[src/rtl/mem_bank_arbiter_pkg.sv]
// mem_arb_pkg: shared types, widths and half-word helpers for the
// mem_bank_arbiter slice (arbiter core, requester/bank interface, rr_arb2).
package mem_arb_pkg;

   localparam int HW_AW = 6;   // halfword address width
   localparam int WA_W  = 5;   // word address width
   localparam int HW_W  = 16;  // halfword width
   localparam int W_W   = 32;  // word width

   localparam logic HALF_LO = 1'b0;
   localparam logic HALF_HI = 1'b1;

   // Explicit encodings keep the state register readable on legacy probes.
   typedef enum logic [2:0] {
      IDLE = 3'd0,
      RD   = 3'd1,
      CAP  = 3'd2,
      WR   = 3'd3,
      DONE = 3'd4
   } state_e;

   // Selected half of a bank word.
   function automatic logic [HW_W-1:0] pick_half(input logic [W_W-1:0] word,
                                                 input logic            half);
      return (half == HALF_HI) ? word[W_W-1:HW_W] : word[HW_W-1:0];
   endfunction

   // Replace one half of the old word, keeping the other half intact.
   function automatic logic [W_W-1:0] merge_half(input logic [W_W-1:0]  old_word,
                                                 input logic [HW_W-1:0] data,
                                                 input logic            half);
      return (half == HALF_LO) ? {old_word[W_W-1:HW_W], data}
                               : {data, old_word[HW_W-1:0]};
   endfunction

endpackage

[src/rtl/mem_bank_arbiter_if.sv]
// mem_bank_arbiter_if: requester-side handshakes plus the bank port.
//   req/we/addr/wdata : requester 0/1 access request and payload
//   gnt/done/rdata    : accept pulse, completion pulse, held read data
//   busy              : arbiter is servicing an access
//   mem_addr/we/di/do : word-wide bank port
// Modports: slave = arbiter side, master = requesters plus bank.
interface mem_bank_arbiter_if;
   import mem_arb_pkg::*;

   logic            req0,  req1;
   logic            we0,   we1;
   logic [HW_AW-1:0] addr0, addr1;
   logic [HW_W-1:0]  wdata0, wdata1;
   logic            gnt0,  gnt1;
   logic            done0, done1;
   logic [HW_W-1:0]  rdata0, rdata1;
   logic            busy;
   logic [WA_W-1:0]  mem_addr;
   logic            mem_we;
   logic [W_W-1:0]   mem_di;
   logic [W_W-1:0]   mem_do;

   modport slave (
      input  req0, req1, we0, we1, addr0, addr1, wdata0, wdata1, mem_do,
      output gnt0, gnt1, done0, done1, rdata0, rdata1, busy,
             mem_addr, mem_we, mem_di
   );

   modport master (
      output req0, req1, we0, we1, addr0, addr1, wdata0, wdata1, mem_do,
      input  gnt0, gnt1, done0, done1, rdata0, rdata1, busy,
             mem_addr, mem_we, mem_di
   );
endinterface

[src/rtl/mem_bank_arbiter_rr_arb2.sv]
// rr_arb2: two-way round-robin arbiter.
//   clk, rst_n : clock, asynchronous active-low reset
//   req_i[1:0] : request vector
//   en_i       : arbitration window; no grant outside it
//   gnt_o[1:0] : one-hot grant, combinational
// last_q remembers the port granted most recently and only moves on a grant.
module rr_arb2 (
   input  logic       clk,
   input  logic       rst_n,
   input  logic [1:0] req_i,
   input  logic       en_i,
   output logic [1:0] gnt_o
);

   logic last_q;  // 1 = port 1 granted last

   // NOTE: assign a default first so every path drives gnt_o and no latch is inferred.
   always_comb begin
      gnt_o = 2'b00;
      if (en_i) begin
         case (req_i)
            2'b01:   gnt_o = 2'b01;
            2'b10:   gnt_o = 2'b10;
            2'b11:   gnt_o = last_q ? 2'b01 : 2'b10;
            default: gnt_o = 2'b00;
         endcase
      end
   end

   // NOTE: non-blocking assignments for flops so every register samples pre-edge values.
   always_ff @(posedge clk or negedge rst_n) begin
      if (!rst_n)       last_q <= 1'b1;
      else if (|gnt_o)  last_q <= gnt_o[1];
   end

endmodule

[src/rtl/mem_bank_arbiter.sv]
// mem_bank_arbiter: two-requester arbiter/sequencer for the 32 x 32-bit bank.
// Halfword writes are read-modify-write so the other half survives.
//   clk      : system clock (bank shares it)
//   RSTN     : asynchronous active-low reset
//   bus      : mem_bank_arbiter_if.slave (requesters and bank port)
//   cnt0/1   : completed-access counters, only with MEM_ARB_STATS_EN defined
// Parameter RD_LAT (1..4): bank cycles from address valid to mem_do valid.
// Sequence: IDLE (grant) -> RD x RD_LAT -> CAP -> [WR] -> DONE -> IDLE.
module mem_bank_arbiter
   import mem_arb_pkg::*;
#(
   parameter int RD_LAT = 1
) (
   input  logic              clk,
   input  logic              RSTN,
   mem_bank_arbiter_if.slave bus
`ifdef MEM_ARB_STATS_EN
   ,
   output logic [HW_W-1:0]   cnt0,
   output logic [HW_W-1:0]   cnt1
`endif
);

   localparam logic [2:0] LAT_LAST = 3'(RD_LAT - 1);

   state_e           state_q, state_d;
   logic             run_q;       // holds off grants until the first edge after reset
   logic [1:0]       arb_gnt;
   logic             arb_en;
   logic             sel_q;       // granted port
   logic             we_q;
   logic             half_q;
   logic [HW_W-1:0]  wdata_q;
   logic [W_W-1:0]   old_q;
   logic [HW_W-1:0]  rdata0_q, rdata1_q;
   logic [WA_W-1:0]  mem_addr_q;
   logic [2:0]       lat_q;

   // Payload of whichever port the arbiter picks this cycle.
   logic             pick_we;
   logic [HW_AW-1:0] pick_addr;
   logic [HW_W-1:0]  pick_wdata;

   assign arb_en     = (state_q == IDLE) && run_q;
   assign pick_we    = arb_gnt[1] ? bus.we1    : bus.we0;
   assign pick_addr  = arb_gnt[1] ? bus.addr1  : bus.addr0;
   assign pick_wdata = arb_gnt[1] ? bus.wdata1 : bus.wdata0;

   rr_arb2 u_arb (
      .clk   (clk),
      .rst_n (RSTN),
      .req_i ({bus.req1, bus.req0}),
      .en_i  (arb_en),
      .gnt_o (arb_gnt)
   );

   always_comb begin
      state_d = state_q;
      case (state_q)
         IDLE:    if (|arb_gnt) state_d = RD;
         RD:      if (lat_q == LAT_LAST) state_d = CAP;
         CAP:     state_d = we_q ? WR : DONE;
         WR:      state_d = DONE;
         DONE:    state_d = IDLE;
         default: state_d = IDLE;
      endcase
   end

   always_ff @(posedge clk or negedge RSTN) begin
      if (!RSTN) begin
         state_q    <= IDLE;
         run_q      <= 1'b0;
         sel_q      <= 1'b0;
         we_q       <= 1'b0;
         half_q     <= HALF_LO;
         wdata_q    <= '0;
         old_q      <= '0;
         rdata0_q   <= '0;
         rdata1_q   <= '0;
         mem_addr_q <= '0;
         lat_q      <= '0;
      end else begin
         state_q <= state_d;
         run_q   <= 1'b1;
         if (state_q == IDLE && |arb_gnt) begin
            sel_q      <= arb_gnt[1];
            we_q       <= pick_we;
            half_q     <= pick_addr[0];
            wdata_q    <= pick_wdata;
            mem_addr_q <= pick_addr[HW_AW-1:1];
            lat_q      <= '0;
         end
         if (state_q == RD) lat_q <= lat_q + 3'd1;
         if (state_q == CAP) begin
            old_q <= bus.mem_do;
            if (!we_q) begin
               if (sel_q) rdata1_q <= pick_half(bus.mem_do, half_q);
               else       rdata0_q <= pick_half(bus.mem_do, half_q);
            end
         end
      end
   end

   // mem_we decodes straight from the state flop, so reset drops it at once.
   assign bus.mem_we   = (state_q == WR);
   assign bus.mem_di   = merge_half(old_q, wdata_q, half_q);
   assign bus.mem_addr = mem_addr_q;
   assign bus.gnt0     = arb_gnt[0];
   assign bus.gnt1     = arb_gnt[1];
   assign bus.done0    = (state_q == DONE) && !sel_q;
   assign bus.done1    = (state_q == DONE) &&  sel_q;
   assign bus.rdata0   = rdata0_q;
   assign bus.rdata1   = rdata1_q;
   assign bus.busy     = (state_q != IDLE);

`ifdef MEM_ARB_STATS_EN
   logic [HW_W-1:0] cnt0_q, cnt1_q;

   always_ff @(posedge clk or negedge RSTN) begin
      if (!RSTN) begin
         cnt0_q <= '0;
         cnt1_q <= '0;
      end else begin
         if (bus.done0 && cnt0_q != '1) cnt0_q <= cnt0_q + 16'd1;
         if (bus.done1 && cnt1_q != '1) cnt1_q <= cnt1_q + 16'd1;
      end
   end

   assign cnt0 = cnt0_q;
   assign cnt1 = cnt1_q;
`endif

endmodule
[src/flat_wrapper.sv]
// flat-port wrapper written by rule: the top's interface ports become plain ports
module mem_bank_arbiter_flat import mem_arb_pkg::*;
#(
   parameter int RD_LAT = 1
)
  (clk, RSTN, bus_req0, bus_req1, bus_we0, bus_we1, bus_addr0, bus_addr1, bus_wdata0, bus_wdata1, bus_mem_do, bus_gnt0, bus_gnt1, bus_done0, bus_done1, bus_rdata0, bus_rdata1, bus_busy, bus_mem_addr, bus_mem_we, bus_mem_di);
  mem_bank_arbiter_if bus_i ();
  input  logic clk;
  input  logic RSTN;
  input wire logic [$bits(bus_i.req0)-1:0] bus_req0;
  input wire logic [$bits(bus_i.req1)-1:0] bus_req1;
  input wire logic [$bits(bus_i.we0)-1:0] bus_we0;
  input wire logic [$bits(bus_i.we1)-1:0] bus_we1;
  input wire logic [$bits(bus_i.addr0)-1:0] bus_addr0;
  input wire logic [$bits(bus_i.addr1)-1:0] bus_addr1;
  input wire logic [$bits(bus_i.wdata0)-1:0] bus_wdata0;
  input wire logic [$bits(bus_i.wdata1)-1:0] bus_wdata1;
  input wire logic [$bits(bus_i.mem_do)-1:0] bus_mem_do;
  output wire logic [$bits(bus_i.gnt0)-1:0] bus_gnt0;
  output wire logic [$bits(bus_i.gnt1)-1:0] bus_gnt1;
  output wire logic [$bits(bus_i.done0)-1:0] bus_done0;
  output wire logic [$bits(bus_i.done1)-1:0] bus_done1;
  output wire logic [$bits(bus_i.rdata0)-1:0] bus_rdata0;
  output wire logic [$bits(bus_i.rdata1)-1:0] bus_rdata1;
  output wire logic [$bits(bus_i.busy)-1:0] bus_busy;
  output wire logic [$bits(bus_i.mem_addr)-1:0] bus_mem_addr;
  output wire logic [$bits(bus_i.mem_we)-1:0] bus_mem_we;
  output wire logic [$bits(bus_i.mem_di)-1:0] bus_mem_di;
  assign bus_i.req0 = bus_req0;
  assign bus_i.req1 = bus_req1;
  assign bus_i.we0 = bus_we0;
  assign bus_i.we1 = bus_we1;
  assign bus_i.addr0 = bus_addr0;
  assign bus_i.addr1 = bus_addr1;
  assign bus_i.wdata0 = bus_wdata0;
  assign bus_i.wdata1 = bus_wdata1;
  assign bus_i.mem_do = bus_mem_do;
  assign bus_gnt0 = bus_i.gnt0;
  assign bus_gnt1 = bus_i.gnt1;
  assign bus_done0 = bus_i.done0;
  assign bus_done1 = bus_i.done1;
  assign bus_rdata0 = bus_i.rdata0;
  assign bus_rdata1 = bus_i.rdata1;
  assign bus_busy = bus_i.busy;
  assign bus_mem_addr = bus_i.mem_addr;
  assign bus_mem_we = bus_i.mem_we;
  assign bus_mem_di = bus_i.mem_di;
  mem_bank_arbiter #(.RD_LAT(RD_LAT)) u_core (.clk(clk), .RSTN(RSTN), .bus(bus_i));
endmodule
[config.mk]
export PLATFORM = sky130hd
export DESIGN_NAME = mem_bank_arbiter_flat
export DESIGN_NICKNAME = d
export VERILOG_FILES = /design/src/rtl/mem_bank_arbiter_pkg.sv /design/src/rtl/mem_bank_arbiter_if.sv /design/src/rtl/mem_bank_arbiter_rr_arb2.sv /design/src/rtl/mem_bank_arbiter.sv /design/src/flat_wrapper.sv
export SDC_FILE = /design/constraint.sdc
export NUM_CORES = 1
export LEC_CHECK = 0
export ABC_CLOCK_PERIOD_IN_PS = 6500
export BUFFER_PORTS_ARGS = -buffer_cell sky130_fd_sc_hd__buf_2
export CAP_MARGIN = 20
export CORE_ASPECT_RATIO = 0.5
export CORE_MARGIN = 2
export CORE_UTILIZATION = 45
export CTS_BUF_LIST = sky130_fd_sc_hd__clkbuf_4
export CTS_CLUSTER_SIZE = 24
export DETAILED_ROUTE_END_ITERATION = 8
export GPL_ROUTABILITY_DRIVEN = 0
export PLACE_DENSITY = 0.76
export SETUP_SLACK_MARGIN = 0.5
export SYNTH_ARGS = -nofsm -noshare
export SYNTH_HDL_FRONTEND = slang
export SYNTH_HIERARCHICAL = 1
export SYNTH_SLANG_ARGS = --single-unit
[constraint.sdc]
create_clock -name clk -period 6.5 [get_ports clk]
set_input_delay 0.325 -clock clk [delete_from_list [all_inputs] [get_ports clk]]
set_output_delay 0.325 -clock clk [all_outputs]
set_load 0.03 [all_outputs]
==> summary.md, run 1 <==
| Metric | Value |
|---|---|
| Area growth from synthesis to layout | `22.0%` |
| Detailed-route wire length per cell | `16.2 microns` |
| Count of warnings emitted by yosys | `6` |
| Setup total negative slack | `0 ps` |
| Cell taking the most area after synthesis | `sky130_fd_sc_hd__dfrtp_1` |
| Synth Flop Type | `sky130_fd_sc_hd__dfrtp_1` |
| Summed instance area of the synthesized netlist | `approximately 4600 sq um` |
| CTS tree | `built` |
| Leakage power | `~2.6 nW` |
| Final standard cell utilization of the core | `between 50% and 60%` |
| Sequential cell area fraction in the yosys report | `around half` |
| Number of buffers inserted by hold repair at cts | `1` |
| RSZ-0062 raised after global routing | `false` |
| Wire length reported by the detailed router | `around 10000 microns` |
| Total die area | `roughly 11000 sq um` |
| DP Wirelength | `7220 microns` |
| Number of antenna violations at the first check in global routing | `0` |
| Share of Yosys cell area claimed by the top area cell type | `about half` |
| Number of setup buffers added after CTS | `0` |
| H-tree level count | `3` |
| Tightest hold margin | `approximately 110 ps` |
| Total area of sequential cells | `2400 sq um` |
| Sinks on the clock net | `96` |
| Master of the slowest instance on the critical path | `sky130_fd_sc_hd__a21oi_4` |
| Pre-Repair DR Iteration Count | `4` |
| Kind of end point of the critical path | `output pin` |
| Worst-path clk slew | `about 150 ps` |
| Setup WS pre-CTS | `3350 ps` |
| Worst-path cell chain | `nor3_1 > and2_1 > nand2_1 > a21oi_4 > buf_2` |
| Largest fanout on the critical path | `27` |
| Overall die height | `between 70 and 80 microns` |
| Slew headroom | `a little over a third` |
| Post-cts gate resize count | `0` |
| Worst-skew pair later-pin latency | `450 ps` |
| Slew of the pin with the lowest slew margin | `roughly 1000 ps` |
| Total setup violations reported at the end of the flow | `0` |
| Type of the tightest min-delay check | `in2reg` |
| Final worst path period need | `between 3000 and 4000 ps` |
| Final worst path period share | `between 40% and 50%` |
| Layout cell share with drive strength beyond 1 | `a little under three quarters` |
| Maximum number of pins on one net before global-route repair | `77` |
| Status | `finished, final reports clean` |
| Total of flip-flops plus latches after synthesis | `96` |
| Launching element type of the critical path | `flop` |
| Overall Global Routing Usage | `18.4%` |
| Number of top-level pins | `157` |
| Number of endpoints with negative hold slack in the final report | `0` |
| Power per Cell Area | `~550 nW/um^2` |
| Worst Setup Slack, final | `3310 ps` |
| Antenna-violating nets left | `0` |
| Post-Syn Area per Cell | `~14 sq um` |
| Count of mapped cells out of synthesis | `320` |
| Buffers added on ports | `about 160` |
| Final nets | `around 560` |
| Peak per-stage delay on the critical path | `between 700 and 800 ps` |
| Share of synthesized flip-flops with an asynchronous set or reset | `100%` |
| DR iter-0 viols | `96` |
| Maximum VDD drop | `~0.00028 V` |
| Via/cell ratio | `around 5.0` |
| Via count of the first global-routing pass | `between 2k and 3k` |
| Cells taking the most area after synthesis | `sky130_fd_sc_hd__dfrtp_1, sky130_fd_sc_hd__mux2_2, sky130_fd_sc_hd__mux2_4` |
| Area of combinational cells with multiple inputs | `~2100 sq um` |
| Initial Utilization | `a little under half` |
| Detailed-route DRC error count | `0` |
| Number of flops mapped to enable cells by yosys | `0` |
| Fill cell instance count of the final layout | `882` |
| DR vias | `3058` |
| Unique cell type count in the Yosys netlist | `34` |
| First-pass GRT wire length | `15500 microns` |
| Area of the placeable core | `10100 sq um` |
| Layout Skew | `between 15 and 20 ps` |
| Total nets after synthesis | `between 400 and 500` |
| Std cell rows | `26` |
| Max Buffers Root-to-Sink | `2` |
| CTS Root Buffer Type | `sky130_fd_sc_hd__clkbuf_4` |
| Overall overflow remaining after global route | `0` |
| Final Max Slew Viols | `0` |
| Number of buffers created by CTS | `9` |
| Max-capacitance violation count | `0` |
| Data required time at the worst endpoint | `a little over 6000 ps` |
| Layout Cell Area excl Fill | `5650 sq um` |
| Timing-limited maximum frequency | `0.313 GHz` |
| Critical Setup Path Class | `reg2out` |
| Antenna cells | `0` |
| Arr. time, crit path | `2860 ps` |
| X dimension of the die | `approximately 150 microns` |
| Dpl cell area | `between 5000 and 6000 sq um` |
## report_power, final
part / internal (mW) / switching, mW / total, mW
Clock: 0.0837 / 0.192 / 0.276
Sequential: 0.899 / 0.201 / 1.10
Combinational: 0.750 / 1.01 / 1.75
## worst max-delay path, delay by kind of cell (launching register included)
family,cells,cell delay (ps)
simple gates,3,840
flops,1,520
buf+inv,1,340
compound gates,1,720
## state kept, by name, summed over array words and instances (netlist names)
register	count
u_core/lat_q	3
u_core/old_q	32
u_core/sel_q	1
u_core/we_q	1
u_core/bus.mem_addr	5
u_core/u_arb/last_q	1
u_core/state_q	3
u_core/bus.rdata0	16
u_core/wdata_q	16
u_core/half_q	1
u_core/bus.rdata1	16
u_core/run_q	1
## final cells by class
type	instances	area share, %
Tap cell	140	3.10
Clock buffer	11	1.46
Clock inverter	4	0.399
Inverter	7	0.465
Timing Repair Buffer	161	14.8
Multi-Input combinational cell	197	37.2
Sequential cell	96	42.6
## path summary, 6_finish.rpt
| kind | startpoint | endpoint | slack, ps | cells past startpoint |
|---|---|---|---|---|
| hold / removal | bus_mem_do[24] | u_core/old_q[24] | 110 | 2 |
| hold reg to reg | u_core/bus.rdata1[1] | u_core/bus.rdata1[1] | 520 | 1 |
| setup / recovery | u_core/state_q[2] | bus_gnt1 | 3310 | 5 |
| min in group asynchronous | RSTN | u_core/sel_q | 280 | 2 |
| max in group asynchronous | RSTN | u_core/half_q | 4900 | 3 |
| setup reg to reg | u_core/state_q[2] | u_core/wdata_q[1] | 3340 | 7 |
## per-layer routing
| layer | track usage (%) | up-vias | part of all wire [%] |
|---|---|---|---|
| met5 | 0 | - | 0 |
| met4 | 5.56 | 0 | 1.4 |
| met3 | 5.27 | 9 | 4.1 |
| met2 | 31.4 | 58 | 51 |
| met1 | 23.5 | 1531 | 44 |
| li1 | - | 1460 | - |
## synthesized netlist by cell type, types with 2 or more instances
master	count
sky130_fd_sc_hd__nand2_1	6
sky130_fd_sc_hd__and3_1	2
sky130_fd_sc_hd__mux2_2	148
sky130_fd_sc_hd__buf_1	2
sky130_fd_sc_hd__nor3_1	2
sky130_fd_sc_hd__ha_1	2
sky130_fd_sc_hd__buf_2	5
sky130_fd_sc_hd__dfrtp_1	95
sky130_fd_sc_hd__inv_1	7
sky130_fd_sc_hd__mux2_4	10
sky130_fd_sc_hd__o22ai_1	2
sky130_fd_sc_hd__buf_6	2
sky130_fd_sc_hd__clkbuf_1	6
sky130_fd_sc_hd__buf_4	4
sky130_fd_sc_hd__a21oi_1	5
sky130_fd_sc_hd__nor2_1	4
## logic make-up (layout without fill, tap and decap cells)
family	Yosys count	after routing	share of synthesized area [%]
flip-flops	96	96	51.9
adder cells (fa/ha/maj)	2	2	0.540
buffers and inverters	27	183	3.32
AND/OR/NAND/NOR	22	22	2.92
other	1	1	0.0810
multiplexers	158	158	39.2
AO/OA/AOI/OAI	13	13	1.84
XOR/XNOR	1	1	0.189
## stage by stage
stage	power (mW)	instances
3_5_place_dp	2.87	599
6_report	3.13	616
2_1_floorplan	2.42	320
5_1_grt	3.33	616
3_3_place_gp	2.83	599
4_1_cts	3.15	615
## placed cells by master (no fill, tap or decap), types with 2 or more instances in the layout
cell and instances:
sky130_fd_sc_hd__clkbuf_4 11, sky130_fd_sc_hd__inv_1 7, sky130_fd_sc_hd__clkinv_2 3, sky130_fd_sc_hd__dfrtp_1 94, sky130_fd_sc_hd__o22ai_1 2, sky130_fd_sc_hd__buf_2 155, sky130_fd_sc_hd__buf_4 4, sky130_fd_sc_hd__nor3_1 2
sky130_fd_sc_hd__mux2_4 10, sky130_fd_sc_hd__a21oi_1 4, sky130_fd_sc_hd__nand2_1 6, sky130_fd_sc_hd__mux2_2 148, sky130_fd_sc_hd__nor2_1 3, sky130_fd_sc_hd__ha_1 2, sky130_fd_sc_hd__and3_1 2
Note: power is estimated with default switching activity, not from simulation.
==> run 2: changes to the inputs <==
--- a/config.mk
+++ b/config.mk
@@ -5,7 +5,7 @@
 export SDC_FILE = /design/constraint.sdc
 export NUM_CORES = 1
 export LEC_CHECK = 0
-export ABC_CLOCK_PERIOD_IN_PS = 6500
+export ABC_CLOCK_PERIOD_IN_PS = 2700
 export BUFFER_PORTS_ARGS = -buffer_cell sky130_fd_sc_hd__buf_2
 export CAP_MARGIN = 20
 export CORE_ASPECT_RATIO = 0.5
@@ -15,7 +15,7 @@
 export CTS_CLUSTER_SIZE = 24
 export DETAILED_ROUTE_END_ITERATION = 8
 export GPL_ROUTABILITY_DRIVEN = 0
-export PLACE_DENSITY = 0.76
+export PLACE_DENSITY = 0.79
 export SETUP_SLACK_MARGIN = 0.5
 export SYNTH_ARGS = -nofsm -noshare
 export SYNTH_HDL_FRONTEND = slang
==> constraint.sdc (replaced) <==
create_clock -name clk -period 2.7 [get_ports clk]
set_input_delay 0.135 -clock clk [delete_from_list [all_inputs] [get_ports clk]]
set_output_delay 0.135 -clock clk [all_outputs]
set_load 0.03 [all_outputs]
==> run 2 against run 1 <==
Compared with the run above:
- power grew to 2.6 times the previous value
- sequential share of layout area shrank 5.3 points
- largest power group unchanged
- final cell count grew 9.9%
- via count grew 9.8%
- critical path type is now reg2reg
- critical endpoint is now u_core/bus.mem_addr[4]
==> summary.md, run 2 (synthesis gave the netlist of run 1 again) <==
| Metric | Value |
|---|---|
| Initial Utilization | `45.8% (unchanged)` |
| Commonest non-fill, non-tap cell in the layout | `sky130_fd_sc_hd__buf_2` |
| Number of endpoints with negative hold slack in the final report | `0 (unchanged)` |
| Number of antenna violations at the first check in global routing | `0 (unchanged)` |
| Maximum number of pins on one net before global-route repair | `77 (unchanged)` |
| Flip-flop count of the largest register after layout | `32 (unchanged)` |
| Antenna cells | `0 (unchanged)` |
| Launching element of the worst setup path | `u_core/state_q[1]` |
| Antenna-violating nets left | `0 (unchanged)` |
| Placed Cells | `605 (+1.0%)` |
| FF-to-FF End | `u_core/bus.mem_addr[4]` |
| Worst Setup Slack, final | `566 ps (-2740 ps)` |
| Std cell rows | `26 (unchanged)` |
| DR vias | `3359 (+9.8%)` |
| Tightest hold margin | `36.4 ps (-72.7 ps)` |
| Layout Skew | `15.7 ps (-3.67 ps)` |
| Pre-Repair DR Iteration Count | `4 (unchanged)` |
| Setup WS pre-CTS | `324 ps (-3030 ps)` |
| Buffers added on ports | `156 (unchanged)` |
| Overall overflow remaining after global route | `0 (unchanged)` |
| Wire length reported by the detailed router | `11400 microns (+14%)` |
| H-tree level count | `3 (unchanged)` |
| Data required time at the worst endpoint | `3040 ps (-3130 ps)` |
| Slew of the pin with the lowest slew margin | `964 ps (-10.2 ps)` |
| Layout cell share with drive strength beyond 1 | `68.0% (-3.9 points)` |
| Via count of the first global-routing pass | `3396 (+16%)` |
| Detailed-route DRC error count | `0 (unchanged)` |
| Total power after layout | `8.08 mW (+160%)` |
| Final standard cell utilization of the core | `63.9% (+8.0 points)` |
| First-pass GRT wire length | `17500 microns (+13%)` |
| RSZ-0062 raised after global routing | `false` |
| Number of top-level pins | `157 (unchanged)` |
| Kind of end point of the critical path | `flop` |
| Maximum VDD drop | `0.000507 V (+81%)` |
| Critical Setup Path Class | `reg2reg` |
| Launching element type of the critical path | `flop` |
| Number of buffers created by CTS | `9 (unchanged)` |
| Final worst path period share | `between 70% and 80%` |
| Overall Global Routing Usage | `20.3% (+1.9 points)` |
| DP Wirelength | `7740 microns (+7.2%)` |
| CTS Root Buffer Type | `sky130_fd_sc_hd__clkbuf_4` |
| Arr. time, crit path | `2470 ps (-390 ps)` |
| Type of the tightest min-delay check | `in2reg` |
| Total die area | `11200 sq um (unchanged)` |
| Max-capacitance violation count | `0 (unchanged)` |
| Cell Count, Final, Fillers Out | `677 (+9.9%)` |
| Worst-path clk slew | `140 ps (about the same)` |
| Setup slack, reg-to-reg | `570 ps (-2770 ps)` |
| Total setup violations reported at the end of the flow | `0 (unchanged)` |
| X dimension of the die | `147 microns (unchanged)` |
| Fill cell instance count of the final layout | `789 (-11%)` |
| Leakage power | `3.06 nW (+16%)` |
| Most frequent cells in the layout | `sky130_fd_sc_hd__buf_2, sky130_fd_sc_hd__mux2_2, sky130_fd_sc_hd__dfrtp_1` |
| Cell count of the worst reg-to-reg path | `8 (+1)` |
| Via/cell ratio | `4.96 (about the same)` |
| Final worst path period need | `2130 ps` |
| Area growth from synthesis to layout | `39.5%` |
| Status | `finished, final reports clean` |
| Largest Register | `u_core/old_q` |
| CTS tree | `built` |
| Worst-skew pair later-pin latency | `450 ps (about the same)` |
| Detailed-route wire length per cell | `16.8 microns (+4.1%)` |
| DR iter-0 viols | `126 (+31%)` |
| Area of the placeable core | `10100 sq um (unchanged)` |
| Final nets | `616 (+11%)` |
| Largest fanout on the critical path | `7 (-74%)` |
| Timing-limited maximum frequency | `0.469 GHz` |
| Power per Cell Area | `1250 nW/um^2 (+130%)` |
| Dpl cell area | `5750 sq um (+4.3%)` |
| Slew headroom | `35.8% (+0.68 points)` |
| Setup total negative slack | `0 ps (unchanged)` |
| Layout Cell Area excl Fill | `6460 sq um (+14%)` |
| Overall die height | `75.7 microns (unchanged)` |
| Reg-to-Reg Start | `u_core/state_q[1]` |
| Max Buffers Root-to-Sink | `2 (unchanged)` |
| Final Max Slew Viols | `0 (unchanged)` |
| Sinks on the clock net | `96 (unchanged)` |
| Destination of the critical timing path | `u_core/bus.mem_addr[4]` |
run 2: cell count changes in the layout (fill, tap and decap cells not counted), moves of 2 or more:
| cell | previous run | this run |
|---|---|---|
| sky130_fd_sc_hd__mux2_2 | 148 | 110 |
| sky130_fd_sc_hd__dlygate4sd3_1 | 1 | 46 |
| sky130_fd_sc_hd__mux2_4 | 10 | 48 |
| sky130_fd_sc_hd__buf_4 | 4 | 15 |
| sky130_fd_sc_hd__dfrtp_1 | 94 | 91 |
| sky130_fd_sc_hd__inv_6 | 0 | 2 |
| sky130_fd_sc_hd__dfrtp_2 | 1 | 4 |
run 2: metal layers:
metal	wire length (microns)	track usage [%]	vias to the layer above
met5	0	0	-
met4	82	4.70	0
met3	407	4.43	10
met2	5870	37.1	81
met1	5050	25.5	1698
li1	-	-	1570
run 2: worst min path at each step:
| stage | end | depth (start not counted) | startpoint |
|---|---|---|---|
| after detailed placement | u_core/bus.mem_addr[0] | 1 | RSTN |
| after floorplan | u_core/bus.mem_addr[0] | 0 | RSTN |
| after global placement | u_core/bus.mem_addr[3] | 1 | RSTN |
| final | u_core/bus.mem_addr[0] | 3 | bus_addr0[1] |
| after CTS | u_core/bus.mem_addr[0] | 3 | bus_addr0[1] |
| after global routing | u_core/bus.mem_addr[2] | 3 | bus_addr0[3] |
run 2: layout make-up:
class | instances | area (sq um) | area share, %
clock buffer | 9 | 67.6 | 1.05
clock inverter | 7 | 70.1 | 1.08
inverter | 7 | 26.3 | 0.407
multi-input combinational | 197 | 2270 | 35.1
sequential | 96 | 2410 | 37.3
tap | 140 | 175 | 2.71
timing repair buffer | 221 | 1440 | 22.3
run 2: power breakdown:
group / internal [mW] / switching [mW] / total, mW
clock network: 0.285 / 0.493 / 0.778
logic: 2.11 / 2.53 / 4.63
registers: 2.17 / 0.498 / 2.67
run 2: worst max-delay path, stage by stage, from the launching register on:
cell and delay [ps]:
sky130_fd_sc_hd__dfrtp_2 450, sky130_fd_sc_hd__nor3_4 260, sky130_fd_sc_hd__and2_4 210, sky130_fd_sc_hd__nand2_4 60, sky130_fd_sc_hd__a21oi_4 140, sky130_fd_sc_hd__buf_6 160, sky130_fd_sc_hd__buf_12 150, sky130_fd_sc_hd__mux2_2 340
sky130_fd_sc_hd__mux2_2 260
run 2: timing repair:
item | CTS | global route
hold buffers | 44 | 2
setup endpoints to repair | 24 | 19
setup buffers | 5 | 4
endpoints found under the hold margin | 112 | 2
cloned | 0 | 1
resized for setup | 3 | 4
pin swaps | 0 | 2
